$ cat src/rtl/upc_scan_tally.sv
// upc_scan_tally: saturating item/discount/theft tallies behind the UPC checker, plus a latched, blinking theft alarm.
// Build option STOLEN_LOCK_EN: scans are ignored while the alarm is active.
module upc_scan_tally #(
  parameter int CNT_W     = 4,
  parameter int BLINK_DIV = 25000000
) (
  input  logic             clk,
  input  logic             reset,
  input  logic             scan,
  input  logic             discounted,
  input  logic             stolen,
  input  logic             ack,
  output logic [CNT_W-1:0] item_count,
  output logic [CNT_W-1:0] disc_count,
  output logic [CNT_W-1:0] stolen_count,
  output logic             alarm,
  output logic             alarm_led
);

  localparam int              BW         = (BLINK_DIV > 2) ? $clog2(BLINK_DIV) : 1;
  localparam logic [BW-1:0]   BLINK_LAST = BW'(BLINK_DIV - 1);
  localparam logic [CNT_W-1:0] CNT_MAX   = {CNT_W{1'b1}};

  localparam logic [0:0] ST_NORMAL = 1'b0;
  localparam logic [0:0] ST_ALARM  = 1'b1;

  logic             r_sync1;
  logic             r_sync2;
  logic             r_prev;
  logic [CNT_W-1:0] r_item;
  logic [CNT_W-1:0] r_disc;
  logic [CNT_W-1:0] r_stolen;
  logic [0:0]       r_state;
  logic [BW-1:0]    r_blinkCnt;
  logic             r_phase;

  logic             w_hit;
  logic             w_accept;
  logic             w_theft;
  logic [0:0]       w_stateNext;

  function automatic logic [CNT_W-1:0] satInc(input logic [CNT_W-1:0] v);
    return (v == CNT_MAX) ? v : v + 1'b1;
  endfunction

  // History flops reset high so a key held through reset never looks like a fresh press.
  always_ff @(posedge clk) begin
    if (reset) begin
      r_sync1 <= 1'b1;
      r_sync2 <= 1'b1;
      r_prev  <= 1'b1;
    end else begin
      r_sync1 <= scan;
      r_sync2 <= r_sync1;
      r_prev  <= r_sync2;
    end
  end

  assign w_hit = r_sync2 & ~r_prev;

`ifdef STOLEN_LOCK_EN
  assign w_accept = w_hit & (r_state == ST_NORMAL);
`else
  assign w_accept = w_hit;
`endif

  assign w_theft = w_accept & stolen;

  always_ff @(posedge clk) begin
    if (reset) begin
      r_item   <= '0;
      r_disc   <= '0;
      r_stolen <= '0;
    end else if (w_accept) begin
      r_item <= satInc(r_item);
      if (discounted) begin
        r_disc <= satInc(r_disc);
      end
      if (stolen) begin
        r_stolen <= satInc(r_stolen);
      end
    end
  end

  // A new theft outranks an acknowledge arriving on the same edge.
  always_comb begin
    w_stateNext = r_state;
    case (r_state)
      ST_NORMAL: if (w_theft) w_stateNext = ST_ALARM;
      ST_ALARM:  if (ack && !w_theft) w_stateNext = ST_NORMAL;
      default:   w_stateNext = ST_NORMAL;
    endcase
  end

  always_ff @(posedge clk) begin
    if (reset) begin
      r_state <= ST_NORMAL;
    end else begin
      r_state <= w_stateNext;
    end
  end

  // Phase is held at 0 outside ALARM, so it doubles as the gated LED output.
  always_ff @(posedge clk) begin
    if (reset) begin
      r_blinkCnt <= '0;
      r_phase    <= 1'b0;
    end else if (w_stateNext == ST_NORMAL) begin
      r_blinkCnt <= '0;
      r_phase    <= 1'b0;
    end else if (r_state == ST_NORMAL) begin
      r_blinkCnt <= '0;
      r_phase    <= 1'b1;
    end else if (r_blinkCnt == BLINK_LAST) begin
      r_blinkCnt <= '0;
      r_phase    <= ~r_phase;
    end else begin
      r_blinkCnt <= r_blinkCnt + 1'b1;
    end
  end

  assign item_count   = r_item;
  assign disc_count   = r_disc;
  assign stolen_count = r_stolen;
  assign alarm        = r_state[0];
  assign alarm_led    = r_phase;

endmodule
$ cat config.mk
export PLATFORM = sky130hd
export DESIGN_NAME = upc_scan_tally
export DESIGN_NICKNAME = d
export VERILOG_FILES = /design/src/rtl/upc_scan_tally.sv
export SDC_FILE = /design/constraint.sdc
export NUM_CORES = 1
export LEC_CHECK = 0
export CAP_MARGIN = 20
export CORE_UTILIZATION = 25
export DETAILED_ROUTE_END_ITERATION = 8
export GPL_ROUTABILITY_DRIVEN = 0
export GPL_TIMING_DRIVEN = 0
export SLEW_MARGIN = 20
export SYNTH_ARGS = -nofsm -noshare
export SYNTH_HDL_FRONTEND = slang
export SYNTH_SLANG_ARGS = --single-unit
$ cat constraint.sdc
create_clock -name clk -period 1.85 [get_ports clk]
set_input_delay 0.4625 -clock clk [delete_from_list [all_inputs] [get_ports clk]]
set_output_delay 0.4625 -clock clk [all_outputs]
set_load 0.01 [all_outputs]
## Word level (Yosys, flattened, before mapping)

Cells that the tools add are included.

| storage, ports and cells | value |
|---|---|
| bits in registers | 42 |
| bits of input ports | 6 |
| output and inout bits | 14 |

| cells by class | value |
|---|---|
| add/subtract/negate cells | 4 |
| equality and inequality tests | 5 |
| mux-type cells | 5 |
| bitwise logic cells | 9 |
| reduce and logical (&&, ||, !) cells | 7 |

Operators with widths:

| kind | count |
|---|---|
| 25-bit by 1-bit adder with 25-bit output (second input constant) | 1 |
| 25-bit equality test (second input constant) | 1 |
| 4-bit by 1-bit adder with 4-bit output (second input constant) | 3 |
| 4-bit equality test (second input constant) | 3 |
| 1-bit NOT | 7 |
| 3-bit AND reduction | 2 |
| 1-bit 2-to-1 mux | 4 |
| 4-bit OR reduction | 1 |
| 1-bit bitwise AND | 2 |
| 2-bit by 1-bit inequality test with 1-bit output (second input constant) | 1 |
| 1-bit one-hot mux with 2 select lines | 1 |
| 2-bit AND reduction | 1 |
| 2-bit OR reduction | 1 |
| 1-bit logical AND | 1 |
| 1-bit logical NOT | 1 |

## Logic depth before layout (Yosys ltp)

Gate-level depths: netlist of the first run.

| logic depth | value |
|---|---|
| depth in word-level cells | 9 |
| depth in mapped cells | 6 |

## Least setup slack after synthesis of the first run

Ideal clock, no wire load.

| path | value |
|---|---|
| kind | flip-flop to flip-flop |
| from | register r_blinkCnt[0] |
| to | register r_blinkCnt[24] |
| arrival time | 1,988 ps |
| data required time | 1,784 ps |
| setup slack | -204 ps |
| cell stages (with the launch flop) | 7 |
| path buffers | 1 |
| period minus slack after synthesis | 2,054 ps |
| cells stage by stage | dfxtp_1 > ha_1 > nand3_2 > or4_4 > buf_6 > or4_4 > a21oi_2 |

| between the ends | value |
|---|---|
| longest elaborated chain between the ends | 2 |

Ends and longest elaborated chain:

| item | RTL line | source |
|---|---|---|
| start: declaration | 34 | `logic [BW-1:0] r_blinkCnt;` |
| start signal: assignment | 118 | `r_blinkCnt <= r_blinkCnt + 1'b1;` |
| parallel branches: the longest is 2 deep, another holds 25-bit by 1-bit adder with 25-bit output | n/a |  |

Parallel ways; which one is timed is not known.
A chain may end at the register's enable or synchronous reset.

## Worst setup path after layout of the first run

| path | value |
|---|---|
| from | register r_blinkCnt[0] |
| to | register r_blinkCnt[22] |

Same word-level chain as after synthesis.

==> results of run 1 <==
[per-layer routing]
metal | vias to the layer above | global-route usage
met2 | 19 | 0.177
met5 | - | 0
met3 | 6 | 0.0252
met4 | 0 | 0.0528
li1 | 798 | -
met1 | 710 | 0.132
[stage by stage]
stage               power (W)  utilization
finish                0.00156        0.335
global route          0.00163        0.335
CTS                   0.00159        0.330
detailed placement   0.000970        0.305
global placement     0.000970        0.305
floorplan            0.000950            -
[path summary, 6_finish.rpt]
check,to,slack (ns),depth (start not counted)
max,r_blinkCnt[22],-0.004,5
min reg2reg,r_sync2,0.42,1
min,r_sync2,0.42,1
max reg2reg,r_blinkCnt[22],-0.004,5
[flip-flops by register name, indices dropped and copies added (netlist names)]
name          count
alarm_led         1
r_sync1           1
stolen_count      4
r_prev            1
item_count        4
alarm             1
r_sync2           1
r_blinkCnt       25
disc_count        4
[worst max-delay path, stage by stage (launching register included)]
cell and delay (ns):
dfxtp_2 0.36, ha_4 0.15, nand3_4 0.08, or4_4 0.57
or4_1 0.48, a21oi_1 0.14
[placed cells by master, fill, tap and decap left out, types with 4 or more instances in the layout]
cell type	synthesis	routed
dfxtp_1	42	27
dfxtp_2	0	12
or4_4	2	4
nand3_1	10	10
clkbuf_8	0	6
nor2_1	29	29
nor3_1	10	10
o21ai_0	5	5
a31oi_1	4	4
nand4_1	5	5
clkdlybuf4s50_1	0	18
nor4_1	4	4
buf_4	0	11
xnor2_1	18	18
or3_1	6	6
a21oi_1	9	8
nand2_1	9	9
inv_1	7	7
[power groups by stage]
stage	Clock, W	Sequential, W	Combinational (W)
3_3_place_gp	0	0.000934	0.0000362
4_1_cts	0.000640	0.000908	0.0000376
2_1_floorplan	0	0.000934	0.0000162
5_1_grt	0.000678	0.000909	0.0000413
6_report	0.000620	0.000908	0.0000371
3_5_place_dp	0	0.000934	0.0000364
[cell type report]
class	instances	area share
inverter	7	0.0108
tap	99	0.0510
multi-input combinational	151	0.419
timing repair buffer	30	0.113
buffer	4	0.0108
clock buffer	6	0.0340
clock inverter	2	0.00515
sequential	42	0.357
[logic make-up (layout without fill, tap and decap cells)]
| group | Yosys count | count (layout) | share of synthesized area |
|---|---|---|---|
| adders and majority gates | 4 | 4 | 0.0267 |
| and+or+nand+nor | 95 | 95 | 0.284 |
| AOI/OAI and AO/OA | 28 | 28 | 0.0921 |
| muxes | 3 | 3 | 0.0160 |
| buffers and inverters | 13 | 49 | 0.0340 |
| xor gates and xnor gates | 21 | 21 | 0.0981 |
| DFF | 42 | 42 | 0.449 |
[what timing repair did]
| action | in CTS | in global routing |
|---|---|---|
| setup buffers | 10 | 2 |
| endpoints found under the setup margin | 17 | 15 |
| pin swaps | 2 | 9 |
| resized for setup | 12 | 7 |
==> summary.txt, run 1 <==
Floorplanning
  • Die area: roughly 8000 um^2
  • Initial core utilization: 0.258
  • Die Y: 88.6 um
  • Site Rows: 31
  • Top-Level Pins: 20
  • Die width: about 89 um
  • Core Area: 7250 um^2

Timing
  • Minimum clock period: 1.85 ns
  • Final worst slack: -0.00356 ns
  • Fmax achieved: 0.540 GHz
  • Worst hold margin: approximately 0.42 ns
  • Slew @ Worst Pin: 0.445 ns
  • Fin crit share: 1.00
  • Final hold viol count: 0
  • Final Setup Violations: 1
  • RSZ-0062 raised after global routing: yes
  • Setup TNS: -0.00356 ns
  • Relative slew slack: 0.703
  • Final slew viol count: 0
  • Worst clock skew: 0.00392 ns

Hold path
  • Worst Hold Class: reg2reg
  • Hold Path Origin: r_sync1

Detailed routing
  • Max layer used: met4
  • 1st-iter DRT viols: 70
  • Wl on met1: 1770 um
  • DRC viols: 0
  • WL final: 3630 um
  • Number of iterations in the first detailed-routing pass: 4
  • Vias per Instance: roughly 4.5
  • Via Count: 1533
  • WL per Instance: 10.6 um
  • Met3 WL: roughly 110 um
  • Routed wl met2: ~1700 um
  • Antenna viol nets, final: 0

Logic synthesis
  • Mapped Cells: 206
  • Top post-synthesis cells by area: dfxtp_1 (45%), xnor2_1 (8.4%), nor2_1 (5.8%)
  • Yosys warnings: 0
  • Post-Syn Area: 1870 um^2
  • Commonest cells in the synthesized netlist: dfxtp_1 (42), nor2_1 (29), xnor2_1 (18)
  • Avg Inst Size Synth: 9.10 um^2
  • Post-synthesis register bit count: 42
  • Number of synthesized flops with an enable pin: 0
  • Dominant synthesized flop cell: dfxtp_1
  • Sequential share of the synthesized area: 0.449
  • Post-synth top area share: 0.449
  • Yosys top cell by area: dfxtp_1
  • Synth cell types: 39
  • Most frequent cell after synthesis: dfxtp_1
  • Syn Nets: 216
  • FFs w/ async S/R, synth: 0

Setup path
  • Startpoint Class: register
  • FF-to-FF Start: r_blinkCnt[0]
  • Crit path DAT: 2.08 ns
  • Critical-path maximum fanout: 6
  • CP Class: reg2reg
  • CP required: 2.08 ns
  • Critical Path Source: r_blinkCnt[0]
  • Worst setup EP type: register

Power and ir drop
  • Switch Pwr: 0.000341 W
  • Combinational share of power: 0.024
  • Reg power frac: 0.580
  • Leak Pwr: roughly 0.74 nW
  • Clk network pwr share: 0.396
  • Maximum resistive drop on vdd: 0.000352 V
  • Power Dens Cells: 644 nW/um^2
  • Sw frac: 0.218
  • Int Pwr: 0.00122 W

Layout
  • Fin area: 2430 um^2
  • Filler cell count: 768
  • Non-Filler Instances: 341
  • FF/Latch Area: 867 um^2
  • Antenna Cells: 0
  • Area Overhead vs Synth: 29.6%
  • Nets@finish: 251
  • Share of cells above drive strength 1: 0.215
  • Area of the multi-input gates: 1020 um^2

Placement
  • PortBufs: 18
  • Placed Cells: 323
  • Cell area after placement: about 2200 um^2
  • Place WS: -0.448 ns
  • HPWL Detailed: 2490 um

GRT
  • Global-route usage over all layers: 0.107
  • First-pass GRT wire length: 6510 um
  • Initial antenna violation count: 0
  • Vias in the first global route: 1471
  • Grt ovf: 0
  • Largest net degree at the start of global routing: 14

Clock network
  • Hold-fix buffers, CTS: 0
  • Worst-Skew Late Latency: 0.29 ns
  • Clock buffer count from CTS: 5
  • CTS H-tree lvls: 2
  • CTS clk-pin slew, worst paths: 0.08 ns
  • Bufs on Longest Clock Path: 2
  • Clock Sink Count: 42
  • CTS root buffer: clkbuf_8
  • CTS tree: done

Status
  • Violated checks: negative setup slack
  • Status: finished, violations left

Job
  • Maxcap violations: 0
(Power assumes the default switching activity.)
==> run 2: changes to the inputs <==
ABC_AREA = 1   (was default)
==> summary.txt, run 2 <==
Setup path
  • FF-to-FF Start: r_blinkCnt[0] (unchanged)
  • Crit Reg-Reg Endpoint: r_blinkCnt[17] (was r_blinkCnt[22])
  • Critical-path maximum fanout: 6 (unchanged)
  • Worst setup EP type: output port (was register)
  • CP delay by family, top: buffers and inverters (was simple AND/OR/NAND/NOR gates)
  • Worst reg-to-reg setup slack: 0.14 ns (was -0.004 ns)
  • CP cell instances: clkdlybuf4s50_1 (was ha_4 > nand3_4 > or4_4 > or4_1 > a21oi_1)
  • WP buf/inv: 1 (was 0)
  • CP required: 1.39 ns (was 2.08 ns)
  • Critical Path Source: item_count[2] (was r_blinkCnt[0])
  • Critical path's slowest cell: clkdlybuf4s50_1 (was or4_4)
  • CP peak stage delay: 0.58 ns (was 0.57 ns)
  • WP depth: 1 (was 5)
  • CP Class: reg2out (was reg2reg)
  • Critical Path End: item_count[2] (was r_blinkCnt[22])
  • R2R depth: 7 (was 5)
  • Startpoint Class: register (unchanged)
  • Crit path DAT: 1.31 ns (was 2.08 ns)

Timing
  • Fmax achieved: 0.564 GHz (was 0.540 GHz)
  • Final slew viol count: 0 (unchanged)
  • Minimum clock period: 1.77 ns (was 1.85 ns)
  • Relative slew slack: 0.758 (was 0.703)
  • Worst clock skew: 0.00749 ns (was 0.00392 ns)
  • Final hold viol count: 0 (unchanged)
  • RSZ-0062 raised after global routing: no (was yes)
  • Final Setup Violations: 0 (was 1)
  • Slew @ Worst Pin: 0.363 ns (was 0.445 ns)
  • Setup TNS: 0 ns (was -0.00356 ns)
  • Fin crit share: 0.959 (was 1.00)
  • Worst hold margin: 0.428 ns (was 0.424 ns)

Logic synthesis
  • Sequential share of the synthesized area: 0.398 (was 0.449)
  • Top post-synthesis cells by area: dfxtp_1 (40%), nand2_1 (14%), nor2_1 (11%) (was dfxtp_1 (45%), xnor2_1 (8.4%), nor2_1 (5.8%))
  • Most frequent cell after synthesis: nand2_1 (was dfxtp_1)
  • Avg Inst Size Synth: 7.00 um^2 (was 9.10 um^2)
  • Number of synthesized flops with an enable pin: 0 (unchanged)
  • Commonest cells in the synthesized netlist: nand2_1 (80), nor2_1 (61), dfxtp_1 (42) (was dfxtp_1 (42), nor2_1 (29), xnor2_1 (18))
  • Yosys top cell by area: dfxtp_1 (unchanged)
  • Post-Syn Area: 2110 um^2 (was 1870 um^2)
  • Mapped Cells: 302 (was 206)
  • Synth cell types: 25 (was 39)
  • Yosys warnings: 0 (unchanged)
  • Syn Nets: 312 (was 216)
  • Dominant synthesized flop cell: dfxtp_1 (unchanged)
  • FFs w/ async S/R, synth: 0 (unchanged)
  • Post-synth top area share: 0.398 (was 0.449)
  • Post-synthesis register bit count: 42 (unchanged)

Hold path
  • Hold Path Stages: 2 (was 1)
  • Worst Hold Class: reg2reg (unchanged)

Layout
  • Layout Utilization: 0.306 (was 0.335)
  • Most flops, register: r_blinkCnt (unchanged)
  • Share of cells above drive strength 1: 0.0854 (was 0.215)
  • Antenna Cells: 0 (unchanged)
  • Nets@finish: 338 (was 251)
  • Fin area: 2510 um^2 (was 2430 um^2)
  • Largest register FFs: 25 (unchanged)
  • Commonest non-fill, non-tap cells in the layout: nand2_1 (80), nor2_1 (61), dfxtp_1 (42), inv_1 (29), clkdlybuf4s50_1 (19) (was nor2_1 (29), dfxtp_1 (27), xnor2_1 (18), clkdlybuf4s50_1 (18), dfxtp_2 (12))
  • Area Overhead vs Synth: 18.9% (was 29.6%)
  • Most common cell after layout, fill and taps aside: nand2_1 (was nor2_1)

Detailed routing
  • WL final: 4470 um (was 3630 um)
  • Via Count: 1883 (was 1533)
  • Number of iterations in the first detailed-routing pass: 4 (unchanged)
  • 1st-iter DRT viols: 101 (was 70)
  • DRC viols: 0 (unchanged)
  • Vias per Instance: 4.35 (was 4.50)
  • WL per Instance: 10.3 um (was 10.6 um)
  • Antenna viol nets, final: 0 (unchanged)

Floorplanning
  • Die area: 8820 um^2 (was 7850 um^2)
  • Core Area: 8220 um^2 (was 7250 um^2)
  • Top-Level Pins: 20 (unchanged)
  • Site Rows: 33 (was 31)
  • Die Y: 93.9 um (was 88.6 um)
  • Die width: 93.9 um (was 88.6 um)
  • Initial core utilization: 0.257 (was 0.258)

GRT
  • Vias in the first global route: 1707 (was 1471)
  • Global-route usage over all layers: 0.110 (was 0.107)
  • Grt ovf: 0 (unchanged)
  • Initial antenna violation count: 0 (unchanged)
  • Largest net degree at the start of global routing: 13 (was 14)
  • First-pass GRT wire length: 7600 um (was 6510 um)

Clock network
  • CTS resizes: 0 (was 12)
  • Setup Fix Bufs, Post-CTS: 0 (was 10)
  • Worst-Skew Late Latency: 0.29 ns (about the same)
  • Hold-fix buffers, CTS: 0 (unchanged)
  • CTS H-tree lvls: 2 (unchanged)
  • Bufs on Longest Clock Path: 2 (unchanged)
  • Clock Sink Count: 42 (unchanged)
  • CTS clk-pin slew, worst paths: 0.08 ns (about the same)
  • Clock buffer count from CTS: 5 (unchanged)
  • CTS tree: done (unchanged)
  • CTS root buffer: clkbuf_8 (unchanged)

Placement
  • HPWL Detailed: 3480 um (was 2490 um)
  • PortBufs: 19 (was 18)
  • Cell area after placement: 2430 um^2 (was 2210 um^2)

Job
  • Maxcap violations: 0 (unchanged)

Power and ir drop
  • Power Dens Cells: 604 nW/um^2 (was 644 nW/um^2)
  • Maximum resistive drop on vdd: 0.000235 V (was 0.000352 V)
  • Leak Pwr: 0.829 nW (was 0.738 nW)

Status
  • Status: complete, no violations (was finished, violations left)
[run 2: cell types whose count changed after synthesis, sizes merged, moves of 6 or more]
cell   before  now
nor3       10    2
inv         7   29
nor2       29   69
nand2       9   80
xnor2      18    8
or3         6    0
a21oi      10   16
nand3      11   18
[run 2: worst min path at each step]
stage                       start      end  slack (ns)
after global routing      r_sync1  r_sync2        0.46
after global placement    r_sync2   r_prev        0.40
after detailed placement  r_sync1  r_sync2        0.40
after CTS                 r_sync2   r_prev        0.43
after floorplan           r_sync1  r_sync2        0.39
final                     r_sync2   r_prev        0.43
[run 2: per-layer routing]
metal	routed length, um	global-route usage
met2	1920	0.181
met4	105	0.0423
met3	250	0.0275
met1	2190	0.136
met5	0	0
[run 2: area by class of cell]
class                      count  area [um^2]
sequential                    42          841
fill                         903         5700
inverter                      29          109
multi-input combinational    228         1130
clock buffer                   5         68.8
tap                          105          131
clock inverter                 2         10.0
timing repair buffer          19          190
buffer                         3         35.0
[run 2: logic make-up (layout without fill, tap and decap cells)]
group,after synthesis,count (layout),synth area share
AOI/OAI and AO/OA,28,28,0.0835
adders and majority gates,4,4,0.0237
buffers and inverters,32,58,0.0681
DFF,42,42,0.398
xor gates and xnor gates,14,14,0.0580
and+or+nand+nor,182,182,0.369
[run 2: through the flow]
stage / total power (W) / std cells / setup slack, ns
floorplan: 0.000952 / 302 / 0.376
global placement: 0.000977 / 426 / 0.0132
detailed placement: 0.000978 / 426 / 0.00794
CTS: 0.00155 / 433 / 0.0704
global route: 0.00160 / 433 / 0.0107
finish: 0.00152 / 433 / 0.0763
[run 2: report_power, final]
group / switching, W / internal, W
Clock: 0.000309 / 0.000254
Combinational: 0.0000188 / 0.0000225
Sequential: 0.00000496 / 0.000910
==> run 3: changes to the inputs <==
ABC_CLOCK_PERIOD_IN_PS = 1850   (was default)
==> results of run 3 <==
No change in the layout: final DEF, timing and power equal those of run 2.
